===== config.mk =====
export PLATFORM = sky130hd
export DESIGN_NAME = mem_port_arbiter
export DESIGN_NICKNAME = d
export VERILOG_FILES = /design/src/rtl/mem_port_arbiter.sv
export SDC_FILE = /design/constraint.sdc
export NUM_CORES = 1
export LEC_CHECK = 0
export CORE_AREA = 3 3 103 105
export CTS_CLUSTER_SIZE = 8
export DETAILED_ROUTE_END_ITERATION = 10
export DIE_AREA = 0 0 106 108
export PLACE_DENSITY = 0.65
export SLEW_MARGIN = 25
export SYNTH_ARGS = -nofsm -noshare
export SYNTH_HDL_FRONTEND = slang
export SYNTH_SLANG_ARGS = --single-unit

===== constraint.sdc =====
create_clock -name CLK -period 2.3 [get_ports CLK]
set_input_delay 0.46 -clock CLK [delete_from_list [all_inputs] [get_ports CLK]]
set_output_delay 0.46 -clock CLK [all_outputs]
set_load 0.05 [all_outputs]

===== src/rtl/mem_port_arbiter.sv =====
// rtl/mem_port_arbiter.sv - CPU/DMA arbiter for a single-port data memory with read return routing
module mem_port_arbiter #(
    parameter int ADDR_W   = 32,
    parameter int DATA_W   = 32,
    parameter int MAX_WAIT = 8,
    parameter int RD_LAT   = 1
) (
    input  logic              CLK,
    input  logic              RST,
    input  logic              CPU_REQ,
    input  logic              CPU_WE,
    input  logic [ADDR_W-1:0] CPU_ADDR,
    input  logic [DATA_W-1:0] CPU_WDATA,
    output logic              CPU_STALL,
    output logic              CPU_RVALID,
    output logic [DATA_W-1:0] CPU_RDATA,
    input  logic              DMA_REQ,
    input  logic [ADDR_W-1:0] DMA_ADDR,
    output logic              DMA_GNT,
    output logic              DMA_RVALID,
    output logic [DATA_W-1:0] DMA_RDATA,
    output logic [ADDR_W-1:0] MEM_ADDR,
    output logic [DATA_W-1:0] MEM_WD,
    output logic              MEM_WE,
    input  logic [DATA_W-1:0] MEM_RD
);

    localparam int                CNT_W   = $clog2(MAX_WAIT + 1);
    localparam logic [CNT_W-1:0]  MAX_CNT = CNT_W'(MAX_WAIT);

    // Count of consecutive cycles the DMA lost to the CPU; never exceeds MAX_CNT.
    logic [CNT_W-1:0]  r_wait_cnt;
    // Tag pipeline: index 0 is the newest issue, RD_LAT-1 lines up with MEM_RD.
    logic [RD_LAT-1:0] r_tag_vld;
    logic [RD_LAT-1:0] r_tag_dma;

    logic              w_force;
    logic              w_cpu_gnt;
    logic              w_dma_gnt;
    logic              w_rd_issue;
    logic              w_tail_vld;
    logic [CNT_W-1:0]  w_wait_nxt;

    // DMA has starved long enough: it takes this cycle even though the CPU is asking.
    assign w_force    = CPU_REQ & DMA_REQ & (r_wait_cnt == MAX_CNT);
    assign w_cpu_gnt  = CPU_REQ & ~w_force;
    assign w_dma_gnt  = DMA_REQ & (~CPU_REQ | w_force);
    assign w_rd_issue = w_dma_gnt | (w_cpu_gnt & ~CPU_WE);

    // Starvation counter advances only on a cycle where the DMA was actually blocked.
    always_comb begin
        w_wait_nxt = '0;
        if (CPU_REQ && DMA_REQ && !w_force) begin
            w_wait_nxt = r_wait_cnt + CNT_W'(1);
        end
    end

    // Starvation counter register.
    always_ff @(posedge CLK) begin
        if (RST) begin
            r_wait_cnt <= '0;
        end else begin
            r_wait_cnt <= w_wait_nxt;
        end
    end

    // Read tag shift register; writes and idle cycles push an invalid tag so issue order is kept.
    always_ff @(posedge CLK) begin
        if (RST) begin
            r_tag_vld <= '0;
            r_tag_dma <= '0;
        end else begin
            r_tag_vld[0] <= w_rd_issue;
            r_tag_dma[0] <= w_dma_gnt;
            for (int i = 1; i < RD_LAT; i++) begin
                r_tag_vld[i] <= r_tag_vld[i-1];
                r_tag_dma[i] <= r_tag_dma[i-1];
            end
        end
    end

    // Returns are squelched while reset is held so in-flight reads are dropped cleanly.
    assign w_tail_vld = r_tag_vld[RD_LAT-1] & ~RST;

    assign CPU_STALL  = CPU_REQ & ~w_cpu_gnt;
    assign DMA_GNT    = w_dma_gnt;
    assign MEM_ADDR   = w_cpu_gnt ? CPU_ADDR : (w_dma_gnt ? DMA_ADDR : '0);
    assign MEM_WD     = w_cpu_gnt ? CPU_WDATA : '0;
    assign MEM_WE     = w_cpu_gnt & CPU_WE & ~RST;

    assign CPU_RVALID = w_tail_vld & ~r_tag_dma[RD_LAT-1];
    assign DMA_RVALID = w_tail_vld &  r_tag_dma[RD_LAT-1];
    assign CPU_RDATA  = CPU_RVALID ? MEM_RD : '0;
    assign DMA_RDATA  = DMA_RVALID ? MEM_RD : '0;

endmodule


Word level (Yosys, flattened, before mapping)
Index checks and enable logic that the tools add are counted.
{ "word_totals": {"elab_cells": 34, "reg_bits": 6, "out_inout_bits": 133} }
{ "op_classes": {"n_eq_ne": 1, "bitwise_logic": 20, "n_reduce_logical": 4, "mux": 5, "add_sub_neg": 1} }
{ "op_table": {"columns": ["operator", "count"], "rows": [
  ["two-way mux 32 bit", 5],
  ["bitwise AND 1 bit", 11],
  ["inverter 1 bit", 7],
  ["adder 4 x 1 -> 4 bit (second input constant)", 1],
  ["== test 4 bit (second input constant)", 1],
  ["logical AND 1 bit", 2],
  ["bitwise OR 1 bit", 2],
  ["OR reduction 2 bit", 1],
  ["zero test 1 bit", 1]
]} }

Longest topological paths before layout
{ "logic_depth": {"ltp_word": 6, "ltp_mapped": 7, "ltp_nobuf": 5} }

Worst setup path after synthesis
Ideal clock, no wire load.
{ "synth_path": {"kind": "reg2out", "from": "register r_wait_cnt[0]", "to": "output MEM_ADDR[10]", "path_buffers": 2, "arrival_time_ns": 2.127, "path_slack_ns": -0.287, "stages_incl_launch_ff": 8, "t_required_ns": 1.840, "cell_sequence": "dfxtp_1 > inv_1 > ha_1 > and3b_1 > a21oi_2 > buf_8 > buf_12 > mux2i_1"} }
{ "synth_between": {"elab_chain_cells": 6, "word_cells_on_any_way": 8, "classes_between": "1 x eq/ne; 2 x mux; 5 x bitwise"} }
{ "synth_lines": {"columns": ["element", "line_no", "rtl"], "rows": [
  ["start, declared", "32", "logic [CNT_W-1:0] r_wait_cnt;"],
  ["start signal, assigned", "63", "r_wait_cnt <= w_wait_nxt;"],
  ["== test 4 bit *", "45", "assign w_force = CPU_REQ & DMA_REQ & (r_wait_cnt == MAX_CNT);"],
  ["bitwise AND 1 bit *", "45", null],
  ["bitwise OR 1 bit", "47", "assign w_dma_gnt = DMA_REQ & (~CPU_REQ | w_force);"],
  ["bitwise AND 1 bit", "47", null],
  ["two-way mux 32 bit", "87", "assign MEM_ADDR = w_cpu_gnt ? CPU_ADDR : (w_dma_gnt ? DMA_ADDR : '0);"],
  ["two-way mux 32 bit *", "87", null],
  ["end, declared", "22", "output logic [ADDR_W-1:0] MEM_ADDR,"]
]} }
Every way passes the cells marked *; elsewhere a longest branch is shown, timed or not.

Worst setup path in the final report
{ "layout_path": {"from": "register r_wait_cnt[1]", "to": "output MEM_ADDR[26]"} }
Same word-level chain as after synthesis.

==> flow_summary_export.csv <==
group,metric,value,unit
outcome,status,"complete, but fails checks",
outcome,violations,"negative setup slack",
cts,clk_latency,0.22,ns
floorplan,coreArea,9730,um2
sta,setup_tns,-2.16,ns
placed_design,place_congestion,0.759,
cts,cts.sinks,6,
power_and_ir_drop,p_leak,2.67,nW
floorplan,std_cell_rows,36,
route,top_layer,"met4",
power_and_ir_drop,p_int,0.000933,W
route,routed-wl-met3,755,um
route,wl_met2,6090,um
power_and_ir_drop,power_frac_seq,6.9,%
hold_path,hold_class,"reg2reg",
power_and_ir_drop,p_clk_share,9.8,%
sta,drv_slew,0,
sta,fin_crit,2.39,ns
synth,synth.distinct_cells,22,
cts,cts_tree,"yes",
route,drc,0,
sta,relSlewSlack,76.1,%
sta,grt_setup_unrepaired,"true",
floorplan,die_h,108,um
final_layout,area_growth,301,%
floorplan,fp.dieArea,11400,um2
global_route,grt_max_degree,36,
synth,synth_top_area_cell,"and2_1",
sta,fin_crit_sh,104,%
global_route,track_usage,16.8,%
placed_design,hpwlAfterDp,9110,um
setup_path,crit_arrival,1.93,ns
placed_design,port_buffers,265,
sta,max_freq,419,MHz
synth,syn-cell-area,1590,um2
power_and_ir_drop,power_per_cell_area,249,nW/um2
setup_path,cp.required,1.84,ns
route,first_pass_iters,4,
floorplan,io_pins,266,
setup_path,cpMostUsedCell,"buf_12",
global_route,antenna_found_initial,0,
synth,ys_top_cells_by_area,"and2_1 38%, mux2i_1 20%, inv_1 8.8%",
synth,synth_top_area_share,37.9,%
global_route,grt.overflow.total,0,
cts,cts_buffer_depth,2,
global_route,grt_pass1_vias,2770,
power_and_ir_drop,pwr-share-comb,83.3,%
cts,cts-hold-fix-buffers,0,
cts,cts_buffers,3,
final_layout,nFillCells,781,
route,m1WireLength,3300,um
sta,setup_ws,-0.0878,ns
setup_path,start_kind,"flop",
route,wire_per_inst,16.1,um
setup_path,max_stage_delay,0.33,ns
placed_design,pre_cts_slack,-0.156,ns
route,detailroute.via_count,2578,
sta,max_slew.worst_pin.slew,0.359,ns
setup_path,crit_path_max_fanout,8,
floorplan,die_x,106,um
synth,synthCells,241,
route,detailedRoute.firstIterationViolations,75,
final_layout,seq_area,123,um2
flow_run,maxCapViolCount,0,
synth,ys_seq_area_share,7.58,%
route,finalWirelength,10400,um
route,avgViaCountPerCell,3.99,
final_layout,fin_nets,650,
final_layout,diodes,0,
synth,syn_area_per_cell,6.58,um2
power_and_ir_drop,switchingPower,0.000649,W
synth,synth-async-reset-ratio,0,%
sta,hold_viol,0,
cts,clk_pin_slew,0.03,ns
cts,htree_levels,1,
setup_path,cp_slowest_cell,"dfxtp_2",
final_layout,multi_input_area,1630,um2
synth,synth-edff-count,0,
power_and_ir_drop,switching_share,41.0,%
setup_path,cp-end-kind,"output pin",
synth,synth.most_common_cell,"and2_1",
synth,synth-main-ff-cell,"dfxtp_1",
sta,setup_violations,39,
synth,ys_seq_elements,6,
setup_path,path_cells,"inv_2 -> ha_2 -> and3b_2 -> a21oi_4 -> buf_12 -> buf_12 -> mux2i_4 -> buf_12",
route,antenna_left,0,
power_and_ir_drop,ir_worst_vdd,0.246,mV
synth,yosys-top-cells-count,"96 x and2_1, 37 x inv_1, 33 x nand2_1",
setup_path,path_class,"reg2out",
sta,skew,0.00445,ns
cts,cts_root_buffer,"clkbuf_8",
synth,yosysWarningCount,0,
final_layout,drive_gt1_share,40.7,%
floorplan,initial_core_util,16.3,%
global_route,grt_pass1_wl,15200,um
synth,syn_nets,376,
power_and_ir_drop,design_power_total,0.00158,W
==> power by group through the flow <==
stage          clock (W)  combinational (W)  sequential [W]
5_1_grt         0.000173            0.00137        0.000109
6_report        0.000155            0.00132        0.000109
2_1_floorplan          0           0.000576        0.000110
4_1_cts         0.000159            0.00132        0.000109
3_3_place_gp           0            0.00127        0.000110
3_5_place_dp           0            0.00129        0.000110
==> logic make-up (layout without fill, tap and decap cells) <==
| kind of cell | Yosys count | count (layout) | share of synthesized area [%] |
|---|---|---|---|
| AO/OA/AOI/OAI | 3 | 3 | 1.18 |
| XOR/XNOR | 2 | 2 | 1.11 |
| adder cells (fa/ha/maj) | 2 | 2 | 1.58 |
| buffers and inverters | 54 | 326 | 17.5 |
| flip-flops | 6 | 6 | 7.58 |
| multiplexers | 32 | 32 | 20.2 |
| AND/OR/NAND/NOR | 142 | 142 | 50.8 |
==> worst paths after layout <==
path	start	endpoint	slack, ns	cells past startpoint
worst max-delay path	r_wait_cnt[1]$_SDFF_PP0_	MEM_ADDR[26]	-0.09	8
worst min register to register	r_wait_cnt[0]$_SDFF_PP0_	r_wait_cnt[0]$_SDFF_PP0_	0.52	2
worst min-delay path	r_wait_cnt[0]$_SDFF_PP0_	r_wait_cnt[0]$_SDFF_PP0_	0.52	2
worst max register to register	r_wait_cnt[1]$_SDFF_PP0_	r_wait_cnt[2]$_SDFF_PP0_	0.77	6
==> cell usage in the layout (no fill, tap or decap), types with 2 or more instances in the layout <==
cell type | synthesis | final
mux2i_4 | 0 | 32
buf_8 | 1 | 3
clkbuf_8 | 0 | 3
nor2_1 | 5 | 5
buf_12 | 3 | 140
and3b_2 | 0 | 2
dfxtp_1 | 6 | 4
dfxtp_2 | 0 | 2
and2_4 | 0 | 10
and2_1 | 96 | 86
inv_2 | 0 | 3
inv_1 | 37 | 34
nand2_1 | 33 | 33
buf_4 | 0 | 9
clkdlybuf4s50_1 | 0 | 130
dlygate4sd2_1 | 0 | 2
==> area by class of cell <==
cell class	instances	area share, %
timing repair buffer	286	67.1
multi-input combinational	181	25.5
tap	133	2.61
inverter	37	2.18
sequential	6	1.93
clock buffer	3	0.649
==> what timing repair did <==
| action | in CTS | in global routing |
|---|---|---|
| gates cloned | 1 | 1 |
| setup buffers | 5 | 0 |
| setup endpoints to repair | 66 | 65 |
| resized for setup | 33 | 4 |
| pin swaps | 7 | 6 |
| endpoints found under the hold margin | 0 | 0 |
==> critical path: cells and delay by family (launching register included) <==
kind | cells | cell delay, ns
DFF | 1 | 0.33
adders and majority gates | 1 | 0.16
muxes | 1 | 0.26
AOI/OAI and AO/OA | 1 | 0.19
buffers and inverters | 4 | 0.53
and+or+nand+nor | 1 | 0.22
==> routing by layer <==
layer,global-route usage (%),vias to the layer above
met1,16.3,1160
met4,3.70,0
met2,35.3,134
met3,4.18,16
met5,0,-
li1,-,1268
==> stage by stage <==
stage | hold slack [ns] | instance area [um2] | std cells | utilization [%]
after global routing | 0.551 | 6360 | 646 | 65.4
after CTS | 0.523 | 6340 | 646 | 65.2
after global placement | 0.486 | 6150 | 638 | 63.2
final | 0.523 | 6360 | 646 | 65.4
after floorplan | 0.430 | 1930 | 241 | -
after detailed placement | 0.526 | 6150 | 638 | 63.2
==> registers in the layout (all words and copies together), names as in the netlist <==
signal	cells
r_wait_cnt	4
r_tag_dma	1
r_tag_vld	1
(Power assumes the default switching activity.)
